<file path="config.mk">
export PLATFORM = sky130hd
export DESIGN_NAME = ht_cmd_arb_flat
export DESIGN_NICKNAME = d
export VERILOG_FILES = /design/src/rtl/ht_cmd_if.sv /design/src/rtl/ht_cmd_arb.sv /design/src/flat_wrapper.sv
export SDC_FILE = /design/constraint.sdc
export NUM_CORES = 1
export LEC_CHECK = 0
export BUFFER_PORTS_ARGS = -buffer_cell sky130_fd_sc_hd__buf_2
export CORE_ASPECT_RATIO = 2
export CORE_MARGIN = 2
export CORE_UTILIZATION = 51
export DETAILED_ROUTE_END_ITERATION = 8
export PLACE_DENSITY = 0.83
export SETUP_SLACK_MARGIN = 0.2
export SLEW_MARGIN = 10
export SYNTH_ARGS = -nofsm -noshare
export SYNTH_HDL_FRONTEND = slang
export SYNTH_SLANG_ARGS = --single-unit
</file>
<file path="constraint.sdc">
create_clock -name clk_i -period 3.2 [get_ports clk_i]
set_input_delay 0.16 -clock clk_i [delete_from_list [all_inputs] [get_ports clk_i]]
set_output_delay 0.16 -clock clk_i [all_outputs]
set_load 0.02 [all_outputs]
</file>
<file path="src/rtl/ht_cmd_if.sv">
// Hash table command handshake: the master drives cmd/valid, the slave drives ready.
interface ht_cmd_if #(
    parameter int unsigned CMD_W = 32
);
    logic [CMD_W-1:0] cmd;
    logic             valid;
    logic             ready;

    modport master (output cmd, output valid, input ready);
    modport slave  (input cmd, input valid, output ready);
endinterface

</file>
<file path="src/rtl/ht_cmd_arb.sv">
// Two-source round-robin command arbiter with bounded bursts and a 2-entry output buffer.
// Per-source statistics counters are built only when HT_CMD_ARB_STATS_EN is defined.
module ht_cmd_arb #(
    parameter int unsigned MAX_BURST = 4,
    parameter int unsigned CNT_W     = 16,
    parameter int unsigned CMD_W     = 32
) (
    input  logic             clk_i,
    input  logic             rst_n_i,
    ht_cmd_if.slave          ht_cmd_a_in,
    ht_cmd_if.slave          ht_cmd_b_in,
    ht_cmd_if.master         ht_cmd_out,
    input  logic             stats_clr_i,
    output logic [CNT_W-1:0] cnt_a_o,
    output logic [CNT_W-1:0] cnt_b_o,
    output logic [CNT_W-1:0] stall_cnt_o
);
    typedef enum logic {
        SRC_A = 1'b0,
        SRC_B = 1'b1
    } src_e;

    localparam logic [7:0] MAX_B = 8'(MAX_BURST);

    src_e             last_src;
    logic [7:0]       burst_cnt;
    logic             run;

    logic [CMD_W-1:0] fifo_mem [2];
    logic             rd_ptr;
    logic             wr_ptr;
    logic [1:0]       occ;

    logic             accept_en;
    logic             gnt_valid;
    src_e             gnt_src;
    logic             push;
    logic             pop;
    logic [CMD_W-1:0] push_cmd;

    // burst_cnt == 0 only before the first accept, so the first contest goes to A.
    always_comb begin
        accept_en = run && (occ != 2'd2);
        gnt_valid = ht_cmd_a_in.valid || ht_cmd_b_in.valid;
        gnt_src   = SRC_A;
        if (ht_cmd_a_in.valid && ht_cmd_b_in.valid) begin
            if ((burst_cnt != 8'd0) && (burst_cnt < MAX_B))
                gnt_src = last_src;
            else
                gnt_src = (last_src == SRC_A) ? SRC_B : SRC_A;
        end else if (ht_cmd_b_in.valid) begin
            gnt_src = SRC_B;
        end
        ht_cmd_a_in.ready = accept_en && gnt_valid && (gnt_src == SRC_A);
        ht_cmd_b_in.ready = accept_en && gnt_valid && (gnt_src == SRC_B);
        push              = accept_en && gnt_valid;
        push_cmd          = (gnt_src == SRC_A) ? ht_cmd_a_in.cmd : ht_cmd_b_in.cmd;
        ht_cmd_out.valid  = (occ != 2'd0);
        ht_cmd_out.cmd    = fifo_mem[rd_ptr];
        pop               = ht_cmd_out.valid && ht_cmd_out.ready;
    end

    always_ff @(posedge clk_i or negedge rst_n_i) begin
        if (!rst_n_i) begin
            last_src    <= SRC_B;
            burst_cnt   <= 8'd0;
            run         <= 1'b0;
            fifo_mem[0] <= '0;
            fifo_mem[1] <= '0;
            rd_ptr      <= 1'b0;
            wr_ptr      <= 1'b0;
            occ         <= 2'd0;
        end else begin
            run <= 1'b1;
            if (push) begin
                fifo_mem[wr_ptr] <= push_cmd;
                wr_ptr           <= ~wr_ptr;
                if (gnt_src == last_src) begin
                    if (burst_cnt < MAX_B)
                        burst_cnt <= burst_cnt + 8'd1;
                end else begin
                    last_src  <= gnt_src;
                    burst_cnt <= 8'd1;
                end
            end
            if (pop)
                rd_ptr <= ~rd_ptr;
            unique case ({push, pop})
                2'b10:   occ <= occ + 2'd1;
                2'b01:   occ <= occ - 2'd1;
                default: ;
            endcase
        end
    end

`ifdef HT_CMD_ARB_STATS_EN
    logic [CNT_W-1:0] cnt_a;
    logic [CNT_W-1:0] cnt_b;
    logic [CNT_W-1:0] stall_cnt;

    always_ff @(posedge clk_i or negedge rst_n_i) begin
        if (!rst_n_i) begin
            cnt_a     <= '0;
            cnt_b     <= '0;
            stall_cnt <= '0;
        end else if (stats_clr_i) begin
            cnt_a     <= '0;
            cnt_b     <= '0;
            stall_cnt <= '0;
        end else begin
            if (push && (gnt_src == SRC_A))
                cnt_a <= cnt_a + CNT_W'(1);
            if (push && (gnt_src == SRC_B))
                cnt_b <= cnt_b + CNT_W'(1);
            if (ht_cmd_out.valid && !ht_cmd_out.ready)
                stall_cnt <= stall_cnt + CNT_W'(1);
        end
    end

    assign cnt_a_o     = cnt_a;
    assign cnt_b_o     = cnt_b;
    assign stall_cnt_o = stall_cnt;
`else
    logic unused_stats_clr;

    assign unused_stats_clr = stats_clr_i;
    assign cnt_a_o          = '0;
    assign cnt_b_o          = '0;
    assign stall_cnt_o      = '0;
`endif
endmodule

</file>
<file path="src/flat_wrapper.sv">
// flat-port wrapper written by rule: the top's interface ports become plain ports
module ht_cmd_arb_flat 
#(
    parameter int unsigned MAX_BURST = 4,
    parameter int unsigned CNT_W     = 16,
    parameter int unsigned CMD_W     = 32
)
  (clk_i, rst_n_i, stats_clr_i, cnt_a_o, cnt_b_o, stall_cnt_o, ht_cmd_a_in_cmd, ht_cmd_a_in_valid, ht_cmd_a_in_ready, ht_cmd_b_in_cmd, ht_cmd_b_in_valid, ht_cmd_b_in_ready, ht_cmd_out_cmd, ht_cmd_out_valid, ht_cmd_out_ready);
  ht_cmd_if #(.CMD_W(CMD_W)) ht_cmd_a_in_i ();
  ht_cmd_if #(.CMD_W(CMD_W)) ht_cmd_b_in_i ();
  ht_cmd_if #(.CMD_W(CMD_W)) ht_cmd_out_i ();
  input  logic clk_i;
  input  logic rst_n_i;
  input  logic stats_clr_i;
  output logic [CNT_W-1:0] cnt_a_o;
  output logic [CNT_W-1:0] cnt_b_o;
  output logic [CNT_W-1:0] stall_cnt_o;
  input wire logic [$bits(ht_cmd_a_in_i.cmd)-1:0] ht_cmd_a_in_cmd;
  input wire logic [$bits(ht_cmd_a_in_i.valid)-1:0] ht_cmd_a_in_valid;
  output wire logic [$bits(ht_cmd_a_in_i.ready)-1:0] ht_cmd_a_in_ready;
  input wire logic [$bits(ht_cmd_b_in_i.cmd)-1:0] ht_cmd_b_in_cmd;
  input wire logic [$bits(ht_cmd_b_in_i.valid)-1:0] ht_cmd_b_in_valid;
  output wire logic [$bits(ht_cmd_b_in_i.ready)-1:0] ht_cmd_b_in_ready;
  output wire logic [$bits(ht_cmd_out_i.cmd)-1:0] ht_cmd_out_cmd;
  output wire logic [$bits(ht_cmd_out_i.valid)-1:0] ht_cmd_out_valid;
  input wire logic [$bits(ht_cmd_out_i.ready)-1:0] ht_cmd_out_ready;
  assign ht_cmd_a_in_i.cmd = ht_cmd_a_in_cmd;
  assign ht_cmd_a_in_i.valid = ht_cmd_a_in_valid;
  assign ht_cmd_a_in_ready = ht_cmd_a_in_i.ready;
  assign ht_cmd_b_in_i.cmd = ht_cmd_b_in_cmd;
  assign ht_cmd_b_in_i.valid = ht_cmd_b_in_valid;
  assign ht_cmd_b_in_ready = ht_cmd_b_in_i.ready;
  assign ht_cmd_out_cmd = ht_cmd_out_i.cmd;
  assign ht_cmd_out_valid = ht_cmd_out_i.valid;
  assign ht_cmd_out_i.ready = ht_cmd_out_ready;
  ht_cmd_arb #(.MAX_BURST(MAX_BURST), .CNT_W(CNT_W), .CMD_W(CMD_W)) u_core (.clk_i(clk_i), .rst_n_i(rst_n_i), .ht_cmd_a_in(ht_cmd_a_in_i), .ht_cmd_b_in(ht_cmd_b_in_i), .ht_cmd_out(ht_cmd_out_i), .stats_clr_i(stats_clr_i), .cnt_a_o(cnt_a_o), .cnt_b_o(cnt_b_o), .stall_cnt_o(stall_cnt_o));
endmodule
</file>
Word-level counts from Yosys, hierarchy flattened
Cells that the tools add are included.

storage, ports and cells
  logic and storage cells = 54
  bits of input ports = 70
  register bits after elaboration = 78
  output and inout port bits = 83

operators by class
  equality and inequality tests = 5
  bitwise gates (word level) = 6
  mux-type cells = 14
  $add $sub $neg = 3
  magnitude comparators = 4
  reduce and logical (&&, ||, !) cells = 14

operators with widths
  kind                                                                    count
  32-bit two-way mux                                                      5
  64-bit bitwise mux                                                      1
  32-bit demux with 1-bit select                                          1
  8-bit two-way mux                                                       2
  8-bit by 1-bit adder with 8-bit output (second input constant)          1
  1-bit logical AND                                                       8
  8-bit by 3-bit < comparator with 1-bit output (second input constant)   1
  8-bit nonzero test                                                      1
  2-bit greater-or-equal comparator (second input constant)               2
  1-bit two-way mux                                                       4
  2-bit inequality test (second input constant)                           2
  1-bit inverter                                                          4
  1-bit inverter with 2-bit output                                        2
  2-bit case mux with 2 select lines                                      1
  2-bit AND reduction                                                     2
  2-bit nonzero test                                                      2
  2-bit by 1-bit adder with 2-bit output (second input constant)          1
  2-bit by 1-bit equality test with 1-bit output (second input constant)  1
  2-bit equality test (second input constant)                             1
  2-bit by 1-bit < comparator with 1-bit output (second input constant)   1
  2-bit by 1-bit subtractor with 2-bit output (second input constant)     1
  1-bit equality test                                                     1
  1-bit logical OR                                                        1

Logic depth before layout (Yosys ltp)
  depth in word-level cells = 7
  gate-level depth with buffers = 8
  gate-level depth less buffers = 6

Worst setup path after synthesis
Ideal clock, no wire load.

  path kind = reg2out
  start = register u_core.burst_cnt[3]
  end = output ht_cmd_a_in_ready
  buffers on the path = 2
  required time = 3.040 ns
  setup slack = 0.720 ns
  stages on the path, launching flop included = 7
  arrival = 2.320 ns
  cell sequence = dfrtp_1 -> or4_1 -> or4_4 -> mux2_4 -> buf_6 -> clkbuf_1 -> a21oi_1

between the ends
  word-level cells in the longest chain between the ends = 6
  elaborated cells on any way between the ends = 7
  those cells by class = 1 x order compare; 2 x mux; 1 x bitwise; 3 x reduce/logical

RTL lines
  element                                                                              RTL line            RTL
  start, declared                                                                      ht_cmd_arb.sv:26    logic [7:0] burst_cnt;
  start signal, assigned                                                               ht_cmd_arb.sv:80    burst_cnt <= burst_cnt + 8'd1;
  8-bit by 3-bit < comparator with 1-bit output or 8-bit nonzero test (tied branches)  ht_cmd_arb.sv:47    if ((burst_cnt != 8'd0) && (burst_cnt < MAX_B))
  1-bit logical AND (*)                                                                ht_cmd_arb.sv:47
  1-bit two-way mux (*)                                                                ht_cmd_arb.sv:47
  1-bit two-way mux (*)                                                                ht_cmd_arb.sv:46    if (ht_cmd_a_in.valid && ht_cmd_b_in.valid) begin
  1-bit inverter (*)                                                                   ht_cmd_arb.sv:54    ht_cmd_a_in.ready = accept_en && gnt_valid && (gnt_src == SRC_A);
  1-bit logical AND (*)                                                                ht_cmd_arb.sv:54
  end, declared                                                                        flat_wrapper.sv:20  output wire logic [$bits(ht_cmd_a_in_i.ready)-1:0] ht_cmd_a_in_ready;

Mark *: on every way between the ends. The rest lies on a longest branch, timed or not.

Worst setup path in the final report
  start = register u_core.burst_cnt[2]
  end = output ht_cmd_a_in_ready

The elaborated chain is that of the path after synthesis.

==> flow_metrics.tcl <==
set metrics [dict create \
    fin_worst_skew_ns 0.00456 \
    cts-resized-gates 0 \
    yosysWarningCount 0 \
    leakage_nw 2.69 \
    dpl-instance-area_um2 5070 \
    pwr_density_cell_nw_per_um2 970 \
    antenna_found_initial 1 \
    grt_pass1_vias 3969 \
    dieArea_um2 10000 \
    via_per_inst 5.63 \
    cts_max_level 3 \
    arrival_ns 2.73 \
    initial_core_util_pct 52.5 \
    violations "hold timing" \
    clock-sinks 78 \
    r2r_cells 5 \
    cp.required_ns 3.04 \
    ys_dominant_reg_cell "dfrtp_1" \
    rsz0062_at_grt "false" \
    path_max_fanout 19 \
    outcome "finished, violations left" \
    stdcell_count 668 \
    setup_ws_ns 0.311 \
    synth_top_area_share_pct 41.0 \
    syn_area_um2 4700 \
    synth_edf_count 0 \
    cts_made_buffers 9 \
    post-place-cells 652 \
    grt.total_usage_pct 24.1 \
    vias 3764 \
    finalHoldViolations 16 \
    post_drt_wl_per_cell_um 17.4 \
    crit_start "u_core.burst_cnt[2]$_DFFE_PN0P_" \
    synth_seq_area_share_pct 41.6 \
    die_y_um 140 \
    hp-class "in -> async" \
    rr_endpoint "u_core.fifo_mem[57]$_DFFE_PN0P_" \
    ys_seq_elements 78 \
    synth.largest_area_cell "dfrtp_1" \
    layout_commonest_cell "buf_2" \
    r2r_slack_ns 0.44 \
    holdBufCountCts 0 \
    max_freq_mhz 346 \
    grt_pass1_wl_um 19100 \
    die_w_um 71.9 \
    crit_type "reg -> out" \
    syn_to_final_growth_pct 13.3 \
    core_area_um2 8950 \
    post-place-ws_ns 0.441 \
    async_flop_share_pct 100 \
    grt_max_degree 79 \
    relSlewSlack_pct 32.8 \
    drt_iter0_drc 381 \
    syn_inst 470 \
    rr_startpoint "u_core.burst_cnt[2]$_DFFE_PN0P_" \
    synth_cell_types 35 \
    clk_latency_ns 0.33 \
    drive_gt1_share_pct 34.7 \
    tritoncts "yes" \
    clockBufferDepth 2 \
    worst_setup_path_start_kind "flop" \
    drt-pass1-iter-count 4 \
    hpwl_um 7840 \
    drc 0 \
    setup_violations 0 \
    peakVddDrop_mv 0.602 \
    grt_overflow 0 \
    maxCapViolCount 0 \
    period_share_pct 90.3 \
    clk_pin_slew_worst_paths_ns 0.06 \
    cts_setup_buffers 0 \
    final.setup.tns_ns 0 \
    avgSynthCellArea_um2 10.0 \
    io_buffer_count 103 \
    worstMarginPinSlew_ns 1.01 \
    cts_root_buf "clkbuf_16" \
    hold_ws_ns -0.0190 \
    final_cell_mix "buf_2, dfrtp_1, nand2_1, conb_1, inv_1" \
    gp_congestion 0.820 \
    fin_area_um2 5320 \
    netlist_top_cells_area "dfrtp_1, o221ai_2, buf_4" \
    end_kind "primary output" \
    row_count 49 \
    final_antenna_net_count 0 \
    io_pins 153 \
    final_nets 634 \
    slew_violations 0 \
    period_minus_slack_ns 2.89 \
    drt-total-wl_um 11600 \
]
[cell type report]
type	count	area, um^2
antenna	1	2.50
clock buffer	13	240
clock inverter	2	10.0
fill	778	3630
inverter	38	143
multi-input combinational	320	2240
sequential	78	1950
tap	102	128
timing repair buffer	114	604
[sequential cells by signal, summed over array words and instances (netlist names)]
register          flops
u_core.fifo_mem      64
u_core.burst_cnt      8
u_core.occ            2
u_core.last_src       1
u_core.rd_ptr         1
u_core.run            1
u_core.wr_ptr         1
[cells in the mapped netlist (all sizes together), types with 2 or more instances]
| master | count |
|---|---|
| o21ai | 2 |
| nand2b | 2 |
| or2 | 2 |
| conb | 2 |
| buf | 58 |
| mux2 | 33 |
| a21oi | 4 |
| o221ai | 33 |
| clkbuf | 23 |
| and2 | 33 |
| xnor2 | 3 |
| a221o | 32 |
| ha | 3 |
| inv | 38 |
| nand2 | 69 |
| dfrtp | 77 |
| nor2 | 37 |
| nor2b | 5 |
| a22o | 2 |
| or4 | 2 |
[cells by family (layout without fill, tap and decap cells)]
kind of cell	Yosys count	count (layout)	share of synthesized area, %
AOI/OAI and AO/OA	76	76	19.0
xor gates and xnor gates	4	4	0.746
muxes	34	34	8.20
other	2	50	0.160
adders and majority gates	3	3	0.799
buffers and inverters	119	167	14.5
DFF	78	78	41.6
and+or+nand+nor	154	154	15.0
[worst max path at each step]
stage	endpoint	slack (ns)	cells after the start
2_1_floorplan	ht_cmd_a_in_ready	0.72	6
3_3_place_gp	u_core.fifo_mem[40]$_DFFE_PN0P_	0.49	5
3_5_place_dp	u_core.fifo_mem[60]$_DFFE_PN0P_	0.44	5
4_1_cts	ht_cmd_b_in_ready	0.22	7
5_1_grt	ht_cmd_b_in_ready	0.23	7
6_report	ht_cmd_a_in_ready	0.31	6
[critical path, cell delays in order (launching register included)]
cell and delay, ns:
dfrtp_1 0.39, or4_1 0.53, or4_4 0.45, mux2_4 0.44, buf_6 0.22, a21oi_1 0.17
buf_2 0.18
[through the flow]
step	total power (W)	utilization (%)	hold slack, ns
after floorplan	0.00361	-	-0.136
after global placement	0.00415	56.6	0.373
after detailed placement	0.00427	56.6	0.388
after CTS	0.00519	59.4	0.0279
after global routing	0.00547	59.5	0.0739
final	0.00516	59.5	-0.0190
[metal layers]
layer	vias to the layer above	share of wire, %	track usage (%)
li1	1706	-	-
met2	157	55	43.0
met3	29	5.4	3.69
met5	-	0	0
met4	0	3.5	11.2
met1	1872	36	27.4
[power breakdown]
group	total (W)	switching (W)	internal [W]
Combinational	0.00260	0.00147	0.00112
Clock	0.000900	0.000381	0.000519
Sequential	0.00166	0.000247	0.00142
No activity file was read; power rests on OpenSTA's default activity.
